[src/rtl/ccd_pkg.sv]
// Shared types and default dimensions for the linear CCD frame sequencer.
package ccd_pkg;

  typedef enum logic [2:0] {
    ST_IDLE     = 3'd0,
    ST_SETUP    = 3'd1,
    ST_CLK_HI   = 3'd2,
    ST_WAIT_ACK = 3'd3,
    ST_CLK_LO   = 3'd4,
    ST_EXPOSE   = 3'd5,
    ST_DONE     = 3'd6
  } ccd_state_e;

  localparam int PIX_N_DEF       = 128;
  localparam int CLK_DIV_DEF     = 2;
  localparam int ADC_TIMEOUT_DEF = 64;
  localparam int IDX_W           = $clog2(PIX_N_DEF);

endpackage

[src/rtl/ccd_clk_div.sv]
// Half-period counter for the CCD clock: flags the last and next-to-last cycle
// of each phase; hold_i parks the counter at zero (idle, done, ADC stretch).
module ccd_clk_div #(
  parameter int CLK_DIV = 2
) (
  input  logic cam_clk,
  input  logic rst_n,
  input  logic hold_i,
  output logic pre_end_o,
  output logic phase_end_o
);

  localparam int CW = $clog2(CLK_DIV);
  localparam logic [CW-1:0] CNT_LAST = CW'(CLK_DIV - 1);
  localparam logic [CW-1:0] CNT_PRE  = CW'(CLK_DIV - 2);

  logic [CW-1:0] cnt_q;
  logic [CW-1:0] cnt_d;

  // Next count: wrap at the end of each half-period.
  always_comb begin
    if (hold_i) begin
      cnt_d = '0;
    end else if (cnt_q == CNT_LAST) begin
      cnt_d = '0;
    end else begin
      cnt_d = cnt_q + CW'(1);
    end
  end

  // Counter register.
  always_ff @(posedge cam_clk or negedge rst_n) begin
    if (!rst_n) begin
      cnt_q <= '0;
    end else begin
      cnt_q <= cnt_d;
    end
  end

  assign pre_end_o   = !hold_i && (cnt_q == CNT_PRE);
  assign phase_end_o = !hold_i && (cnt_q == CNT_LAST);

endmodule

[src/rtl/linear_ccd_ctrl.sv]
// Frame sequencer for a 128-pixel linear CCD plus its ADC (SI, CCD clock, one
// conversion per pixel). Define CCD_MINMAX_EN to add per-frame min/max outputs.
module linear_ccd_ctrl
  import ccd_pkg::*;
#(
  parameter int PIX_N       = PIX_N_DEF,
  parameter int CLK_DIV     = CLK_DIV_DEF,
  parameter int ADC_W       = 8,
  parameter int ADC_TIMEOUT = ADC_TIMEOUT_DEF,
  parameter int EXP_W       = 16
) (
  input  logic             cam_clk,
  input  logic             rst_n,
  input  logic             start_i,
  input  logic             cont_i,
  input  logic [EXP_W-1:0] exp_i,
  output logic             ccd_si_o,
  output logic             ccd_clk_o,
  output logic             adc_req_o,
  input  logic             adc_ack_i,
  input  logic [ADC_W-1:0] adc_data_i,
  output logic             pix_valid_o,
  output logic [IDX_W-1:0] pix_idx_o,
  output logic [ADC_W-1:0] pix_data_o,
  output logic             frame_done_o,
  output logic             busy_o,
  output logic             adc_err_o
`ifdef CCD_MINMAX_EN
  ,
  output logic [ADC_W-1:0] frame_min_o,
  output logic [ADC_W-1:0] frame_max_o
`endif
);

  localparam int N_W  = $clog2(PIX_N + 2);
  localparam int WT_W = (ADC_TIMEOUT > 1) ? $clog2(ADC_TIMEOUT) : 1;
  localparam logic [N_W-1:0]  N_LAST   = N_W'(PIX_N);
  localparam logic [WT_W-1:0] WT_LAST  = WT_W'(ADC_TIMEOUT - 1);
  localparam logic [EXP_W:0]  HALF_ONE = (EXP_W + 1)'(1);

  ccd_state_e       state_q, state_d;
  logic [N_W-1:0]   n_q, n_d;
  logic [WT_W-1:0]  wcnt_q, wcnt_d;
  logic [EXP_W:0]   half_q, half_d;
  logic [EXP_W-1:0] exp_q, exp_d;
  logic             si_q, si_d, clk_q, clk_d, req_q, req_d;
  logic             valid_q, valid_d, done_q, done_d, busy_q, busy_d, err_q, err_d;
  logic [IDX_W-1:0] idx_q, idx_d;
  logic [ADC_W-1:0] data_q, data_d;
  logic             hold_s, pre_end_s, phase_end_s;

  assign hold_s = (state_q == ST_IDLE) || (state_q == ST_WAIT_ACK) || (state_q == ST_DONE);

  ccd_clk_div #(.CLK_DIV(CLK_DIV)) u_clk_div (
    .cam_clk     (cam_clk),
    .rst_n       (rst_n),
    .hold_i      (hold_s),
    .pre_end_o   (pre_end_s),
    .phase_end_o (phase_end_s)
  );

  // Next-state and registered-output logic of the frame engine.
  always_comb begin
    state_d = state_q;
    n_d     = n_q;
    wcnt_d  = wcnt_q;
    half_d  = half_q;
    exp_d   = exp_q;
    req_d   = 1'b0;
    valid_d = 1'b0;
    idx_d   = idx_q;
    data_d  = data_q;
    err_d   = err_q;
    case (state_q)
      ST_IDLE: begin
        if (start_i) begin
          state_d = ST_SETUP;
          exp_d   = exp_i;
          err_d   = 1'b0;
          n_d     = '0;
        end else begin
          state_d = ST_IDLE;
        end
      end
      ST_SETUP: begin
        if (phase_end_s) state_d = ST_CLK_HI;
        else             state_d = ST_SETUP;
      end
      ST_CLK_HI: begin
        // Request is registered, so raise it one cycle ahead of the phase end.
        if (pre_end_s && (n_q < N_LAST)) req_d = 1'b1;
        else                             req_d = 1'b0;
        if (!phase_end_s) begin
          state_d = ST_CLK_HI;
        end else if (n_q == N_LAST) begin
          state_d = ST_CLK_LO;
        end else if (adc_ack_i) begin
          state_d = ST_CLK_LO;
          valid_d = 1'b1;
          idx_d   = n_q[IDX_W-1:0];
          data_d  = adc_data_i;
        end else begin
          state_d = ST_WAIT_ACK;
          wcnt_d  = '0;
        end
      end
      ST_WAIT_ACK: begin
        if (adc_ack_i) begin
          state_d = ST_CLK_LO;
          valid_d = 1'b1;
          idx_d   = n_q[IDX_W-1:0];
          data_d  = adc_data_i;
        end else if (wcnt_q == WT_LAST) begin
          state_d = ST_CLK_LO;
          valid_d = 1'b1;
          idx_d   = n_q[IDX_W-1:0];
          data_d  = '0;
          err_d   = 1'b1;
        end else begin
          wcnt_d  = wcnt_q + WT_W'(1);
        end
      end
      ST_CLK_LO: begin
        if (!phase_end_s) begin
          state_d = ST_CLK_LO;
        end else begin
          n_d = n_q + N_W'(1);
          if (n_q < N_LAST) begin
            state_d = ST_CLK_HI;
          end else if (exp_q == '0) begin
            state_d = ST_DONE;
          end else begin
            state_d = ST_EXPOSE;
            half_d  = {exp_q, 1'b0};
          end
        end
      end
      ST_EXPOSE: begin
        // half_q counts remaining CCD half-periods of the exposure gap.
        if (!phase_end_s)            state_d = ST_EXPOSE;
        else if (half_q == HALF_ONE) state_d = ST_DONE;
        else                         half_d  = half_q - HALF_ONE;
      end
      ST_DONE: begin
        if (cont_i) begin
          state_d = ST_SETUP;
          exp_d   = exp_i;
          err_d   = 1'b0;
          n_d     = '0;
        end else begin
          state_d = ST_IDLE;
        end
      end
      default: begin
        state_d = ST_IDLE;
      end
    endcase
    si_d   = (state_d == ST_SETUP) ||
             (((state_d == ST_CLK_HI) || (state_d == ST_WAIT_ACK)) && (n_d == '0));
    clk_d  = (state_d == ST_CLK_HI) || (state_d == ST_WAIT_ACK);
    busy_d = (state_d != ST_IDLE);
    done_d = (state_d == ST_DONE);
  end

  // Frame engine state and output registers.
  always_ff @(posedge cam_clk or negedge rst_n) begin
    if (!rst_n) begin
      state_q <= ST_IDLE;
      n_q     <= '0;
      wcnt_q  <= '0;
      half_q  <= '0;
      exp_q   <= '0;
      si_q    <= 1'b0;
      clk_q   <= 1'b0;
      req_q   <= 1'b0;
      valid_q <= 1'b0;
      idx_q   <= '0;
      data_q  <= '0;
      done_q  <= 1'b0;
      busy_q  <= 1'b0;
      err_q   <= 1'b0;
    end else begin
      state_q <= state_d;
      n_q     <= n_d;
      wcnt_q  <= wcnt_d;
      half_q  <= half_d;
      exp_q   <= exp_d;
      si_q    <= si_d;
      clk_q   <= clk_d;
      req_q   <= req_d;
      valid_q <= valid_d;
      idx_q   <= idx_d;
      data_q  <= data_d;
      done_q  <= done_d;
      busy_q  <= busy_d;
      err_q   <= err_d;
    end
  end

  assign ccd_si_o     = si_q;
  assign ccd_clk_o    = clk_q;
  assign adc_req_o    = req_q;
  assign pix_valid_o  = valid_q;
  assign pix_idx_o    = idx_q;
  assign pix_data_o   = data_q;
  assign frame_done_o = done_q;
  assign busy_o       = busy_q;
  assign adc_err_o    = err_q;

`ifdef CCD_MINMAX_EN
  logic [ADC_W-1:0] run_min_q, run_min_d, run_max_q, run_max_d;
  logic [ADC_W-1:0] fmin_q, fmin_d, fmax_q, fmax_d;

  // Running extremes restart on every SETUP entry and publish on DONE.
  always_comb begin
    run_min_d = run_min_q;
    run_max_d = run_max_q;
    if ((state_d == ST_SETUP) && (state_q != ST_SETUP)) begin
      run_min_d = {ADC_W{1'b1}};
      run_max_d = '0;
    end else if (valid_d) begin
      run_min_d = (data_d < run_min_q) ? data_d : run_min_q;
      run_max_d = (data_d > run_max_q) ? data_d : run_max_q;
    end else begin
      run_min_d = run_min_q;
    end
    if (state_d == ST_DONE) begin
      fmin_d = run_min_q;
      fmax_d = run_max_q;
    end else begin
      fmin_d = fmin_q;
      fmax_d = fmax_q;
    end
  end

  // Min/max registers.
  always_ff @(posedge cam_clk or negedge rst_n) begin
    if (!rst_n) begin
      run_min_q <= '0;
      run_max_q <= '0;
      fmin_q    <= '0;
      fmax_q    <= '0;
    end else begin
      run_min_q <= run_min_d;
      run_max_q <= run_max_d;
      fmin_q    <= fmin_d;
      fmax_q    <= fmax_d;
    end
  end

  assign frame_min_o = fmin_q;
  assign frame_max_o = fmax_q;
`endif

endmodule

[config.mk]
export PLATFORM = sky130hd
export DESIGN_NAME = linear_ccd_ctrl
export DESIGN_NICKNAME = d
export VERILOG_FILES = /design/src/rtl/ccd_pkg.sv /design/src/rtl/ccd_clk_div.sv /design/src/rtl/linear_ccd_ctrl.sv
export SDC_FILE = /design/constraint.sdc
export NUM_CORES = 1
export LEC_CHECK = 0
export CORE_ASPECT_RATIO = 0.5
export CORE_MARGIN = 1.5
export CORE_UTILIZATION = 55
export DETAILED_ROUTE_END_ITERATION = 8
export PLACE_DENSITY = 0.89
export SKIP_CTS_REPAIR_TIMING = 1
export SYNTH_ARGS = -nofsm -noshare
export SYNTH_HDL_FRONTEND = slang
export SYNTH_HIERARCHICAL = 1
export SYNTH_SLANG_ARGS = --single-unit
[constraint.sdc]
create_clock -name cam_clk -period 3.2 [get_ports cam_clk]
set_input_delay 0.32 -clock cam_clk [delete_from_list [all_inputs] [get_ports cam_clk]]
set_output_delay 0.32 -clock cam_clk [all_outputs]
set_load 0.02 [all_outputs]
* After elaboration in Yosys (flattened, before gate mapping)
Index checks and enable logic that the tools add are counted.
Word-level totals: register bits after elaboration 73, output and inout bits 22, logic and storage cells 131
Cells by class: add/sub/neg operators 4, magnitude comparators 1, equal/unequal tests 28, muxes and demuxes 60, bitwise logic cells 1, reduce and logical (&&, ||, !) cells 22
Operators with widths (count):
- two-way mux 17 bit | 5
- two-way mux 8 bit | 8
- two-way mux 7 bit | 5
- case mux 17 bit (2 select lines) | 1
- two-way mux 16 bit | 2
- case mux 16 bit (2 select lines) | 1
- two-way mux 6 bit | 5
- two-way mux 3 bit | 9
- inequality test 2 bit (second input constant) | 13
- case mux 8 bit (3 select lines) | 1
- case mux 3 bit (7 select lines) | 1
- equality test 17 x 1 -> 1 bit (second input constant) | 1
- subtractor 17 x 1 -> 17 bit (second input constant) | 1
- zero test 16 bit | 1
- case mux 8 bit (2 select lines) | 1
- two-way mux 1 bit | 15
- case mux 7 bit (2 select lines) | 1
- equality test 3 x 2 -> 1 bit (second input constant) | 4
- equality test 3 bit (second input constant) | 4
- case mux 6 bit (2 select lines) | 1
- AND reduction 6 bit | 2
- AND reduction 5 bit | 2
- adder 8 x 1 -> 8 bit (second input constant) | 1
- equality test 8 bit (second input constant) | 1
- 19 further kinds | 30

* Logic depth before layout (Yosys ltp)
Gate-level depths: netlist of run 1.
depth in word-level cells 11, mapped depth 14

* Cells and area by module
The synthesis of run 1 kept the hierarchy.
By module, submodules not included:
- linear_ccd_ctrl | instances 1, cells each 366, area an instance 3734.8 um^2
- ccd_clk_div | instances 1, cells each 3, area an instance 42.5 um^2

* Least setup slack after synthesis of run 1
OpenSTA, ideal clock, no wires.
path type register -> register, start point register state_q[0], end point register busy_q, in the netlist busy_o, setup time 0.131 ns, arrival time 2.632 ns, data required time 3.069 ns, setup slack 0.437 ns, cell stages (with the launch flop) 11, path buffers 2, path through dfrtp_1 clkbuf_1 clkbuf_1 o21ai_0 nor2b_4 or4bb_1 o21ai_0 o21bai_1 a311oi_1 inv_1 or3_1
Between the ends: cells in the longest elaborated chain, start to end 8
Ends and longest elaborated chain:
- from (decl) | line linear_ccd_ctrl.sv:41 | ccd_state_e state_q, state_d;
- from (signal assigned) | line linear_ccd_ctrl.sv:183 | state_q <= state_d;
- equality test 3 x 2 -> 1 bit / zero test 3 bit (equally long branches) | line linear_ccd_ctrl.sv:52 | assign hold_s = (state_q == ST_IDLE) || (state_q == ST_WAIT_ACK) || (state_q == ST_DONE);
- logical OR 1 bit | line linear_ccd_ctrl.sv:52
- logical OR 1 bit * | line linear_ccd_ctrl.sv:52
- net hold_s | line linear_ccd_ctrl.sv:50 | logic hold_s, pre_end_s, phase_end_s;
- zero test 1 bit * | line ccd_clk_div.sv:41 | assign phase_end_o = !hold_i && (cnt_q == CNT_LAST);
- logical AND 1 bit * | line ccd_clk_div.sv:41
- net phase_end_s | line linear_ccd_ctrl.sv:50
- two-way mux 3 bit, or another cell as far along | line linear_ccd_ctrl.sv:140 | if (!phase_end_s) state_d = ST_EXPOSE;
- case mux 3 bit (7 select lines) * | line linear_ccd_ctrl.sv:74 | case (state_q)
- net state_d[1] | line linear_ccd_ctrl.sv:41
- nonzero test 3 bit * | line linear_ccd_ctrl.sv:161 | busy_d = (state_d != ST_IDLE);
- net busy_d | line linear_ccd_ctrl.sv:47 | logic valid_q, valid_d, done_q, done_d, busy_q, busy_d, err_q, err_d;
- to (signal assigned) | line linear_ccd_ctrl.sv:195 | busy_q <= busy_d;
- to (decl) | line linear_ccd_ctrl.sv:47
Mark *: on every way through the listed nets, which the timed path passes. The rest lies on a longest branch. A chain may end at the register's enable or synchronous reset.

* Worst setup path after layout of run 1
start point register state_q[1], end point register busy_q, in the netlist busy_o
The elaborated chain is that of the path after synthesis.

==> results of run 1 <==
==> per-stage QoR <==
stage | utilization (%) | setup slack (ns)
5_1_grt | 70.5 | -0.00687
6_report | 70.5 | 0.276
4_1_cts | 70.1 | 0.158
2_1_floorplan | - | 0.437
3_3_place_gp | 65.6 | 0.384
3_5_place_dp | 65.6 | 0.191
==> cells in the final DEF, fill, tap and decap left out, drive strengths merged, types with 3 or more instances in the layout <==
master and count:
nor2 30, nand2b 8, a311oi 5, o21a 3, o21ai 32, mux2 25
a21o 3, nor2b 5, nor3 8, a21oi 25, nor4 9, dfrtp 73
or4b 4, clkdlybuf4s50 49, a22oi 5, o32ai 3, or3 4, a22o 10
a31oi 3, ha 5, nand4 4, buf 15, inv 13, nor3b 5
clkbuf 11, clkinv 3, nand2 20, o211ai 4, or4 6, nand3 7
==> cell type report <==
cell class	count	area (um^2)
fillers	484	1970
multi-input cells	263	1810
clock buffers	11	243
flip-flops and latches	73	1830
inverters	14	52.6
repair buffers	64	601
clock inverters	5	55.1
well taps	92	115
==> final timing paths <==
path,start,to,slack [ns],cells past startpoint
setup / recovery,state_q[1]$_DFF_PN0_,busy_o$_DFF_PN0_,0.28,10
hold / removal,rst_n,n_q[6]$_DFF_PN0_,0.005,1
setup reg to reg,state_q[1]$_DFF_PN0_,busy_o$_DFF_PN0_,0.28,10
hold reg to reg,u_clk_div/cnt_q$_DFF_PN0_,u_clk_div/cnt_q$_DFF_PN0_,0.44,1
max in group asynchronous,rst_n,state_q[2]$_DFF_PN0_,2.40,2
min in group cam_clk,u_clk_div/cnt_q$_DFF_PN0_,u_clk_div/cnt_q$_DFF_PN0_,0.44,1
==> synth_stat cells (5+ instances only) <==
master	instances
a21oi_1	25
a22o_1	10
clkbuf_1	13
dfrtp_1	73
ha_1	5
inv_1	13
mux2_2	25
nand2_1	20
nand2b_1	8
nand3_1	7
nor2_1	30
nor3_1	8
nor3b_1	5
nor4_1	9
o21ai_0	30
or4_1	5
==> power by group <==
part           internal [W]  leakage [nW]  switching (W)
logic              0.000865         0.866       0.000924
registers           0.00129         0.921       0.000364
clock network      0.000621         0.142       0.000375
==> worst max-delay path, cell delays in order, from the launching register on <==
cell	delay [ns]
dfrtp_1	0.46
nand2b_1	0.26
nand2_1	0.10
o21ai_0	0.17
nor2b_4	0.30
or4bb_1	0.42
o21ai_0	0.23
o21bai_1	0.14
a311oi_2	0.31
inv_1	0.10
or3_1	0.32
==> state kept, by name, summed over array words and instances (netlist names), 3 cells and up <==
signal	cells
half_q	17
exp_q	16
n_q	8
pix_data_o	8
pix_idx_o	7
wcnt_q	6
state_q	3
==> kinds of logic after synthesis <==
group / Yosys count
flops: 73
xor+xnor: 2
buf+inv: 33
mux: 25
simple gates: 123
fa+ha+maj: 5
compound gates: 108
==> layer usage <==
layer  GRT usage, %  part of all wire (%)  up-vias  routed length [um]
li1               -                     -     1491                   -
met1           32.8                    45     1561                3950
met2           43.6                    46      116                4070
met3           9.91                   7.7       10                 671
met4           6.46                  0.78        0                  68
met5              0                     0        -                   0
==> impl_metrics.py, run 1 <==
metrics = {
    "routing": {
        "wirelength_mm": 8.76,
        "routed-via-count": 3178,
        "dr.pass1.iters": 6,
        "drt_first_iter_violations": 259,
        "wl_per_cell_um": 16.8,
        "post-route-drc-count": 0,
        "detail-route-antenna-nets": 0,
        "detail_route.vias_per_cell": 6.09,
    },
    "setup_path": {
        "critPathArrivalTime_ns": 3.14,
        "worstSetupStartpointType": "flop",
        "crit_path_max_fanout": 11,
        "cp.required_ns": 3.42,
        "critPathKind": "reg -> reg",
        "endpoint_kind": "flop",
    },
    "global_routing": {
        "grt_antenna_before_repair": 0,
        "grt.overflow.total": 0,
        "gr-usage-all-layers_pct": 26.0,
        "grt_pass1_vias": 2977,
        "grt_pass1_wl_mm": 14.7,
        "grt_max_degree": 30,
    },
    "yosys": {
        "avgSynthCellArea_um2": 10.2,
        "synth.distinct_cells": 62,
        "ys_top_cells_by_area": "dfrtp_1, mux2_2, o21ai_0",
        "synth-simple-area-share_pct": 19.0,
        "synth_top_area_cell": "dfrtp_1",
        "synth-seq-cells": 73,
        "synth_fa_ha_area_share_pct": 1.66,
        "ys_async_sr_fraction_pct": 100,
        "yosysWarningCount": 6,
        "synth_compound_area_share_pct": 19.2,
        "ys_seq_area_share_pct": 48.4,
        "syn_nets": 403,
        "synth_edf_count": 0,
        "synth_xor_area_share_pct": 0.464,
        "synth_mux_area_share_pct": 7.45,
        "syn_inst": 369,
        "syn_area_mm2": 0.00378,
        "synth_top_family_by_area": "compound AO/OA/AOI/OAI gates",
        "synthFlopType": "dfrtp_1",
        "synth_top_area_share_pct": 48.4,
    },
    "cells_and_area": {
        "layout.cells.non_filler": 522,
        "drive_above_1_share_pct": 15.8,
        "final_nets": 459,
        "area_delta_synth_final_pct": 24.6,
        "design_area_mm2": 0.00471,
        "num_antenna_cells": 0,
    },
    "die": {
        "start_util_pct": 56.6,
        "dieArea_mm2": 0.00740,
        "num_rows": 21,
        "die_h_um": 61.6,
        "die_x_um": 120,
        "core_area_mm2": 0.00667,
        "io_pins": 51,
    },
    "timing": {
        "hold_viol_final": 0,
        "max-slew-margin-rel_pct": 50.1,
        "hold_slack_ns": 0.00503,
        "timing.fmax_mhz": 342,
        "finClkSkew_ns": 0.00692,
        "fin_crit_ns": 2.92,
        "timing.final.crit_share_pct": 91.4,
        "setup_tns_ns": 0,
        "drv_slew": 0,
        "tightest_slew_ns": 0.746,
        "setup_viol": 0,
    },
    "place": {
        "place.gp.congestion": 0.891,
        "port_buffers": 50,
        "place_inst": 503,
        "dpl-instance-area_mm2": 0.00438,
        "dp_hpwl_mm": 5.99,
    },
    "clock_network": {
        "clkLatencyLatePin_ns": 0.34,
        "clkTransAtPathRegs_ns": 0.06,
        "cts_max_level": 3,
        "cts_buffers": 9,
        "clock_sinks": 73,
        "cts_tree": "done",
        "root_buffer": "clkbuf_16",
        "cts.path.max_buffers": 2,
    },
    "pwr": {
        "ir_worst_vdd_mv": 0.367,
        "p_leak_nw": 1.93,
        "p_per_area_mw_per_mm2": 943,
        "power.total_w": 0.00444,
    },
    "worst_hold_path": {
        "worstHoldPathType": "in -> async",
    },
    "flow_run": {
        "cap_viol_max_count": 0,
    },
    "status": {
        "status": "finished, final reports clean",
    },
}
Note: power is estimated with default switching activity, not from simulation.
==> inputs of run 2 (changes only) <==
- SLEW_MARGIN: not set -> 30
==> results of run 2 <==
No change in the layout: final DEF, timing and power equal those of run 1.
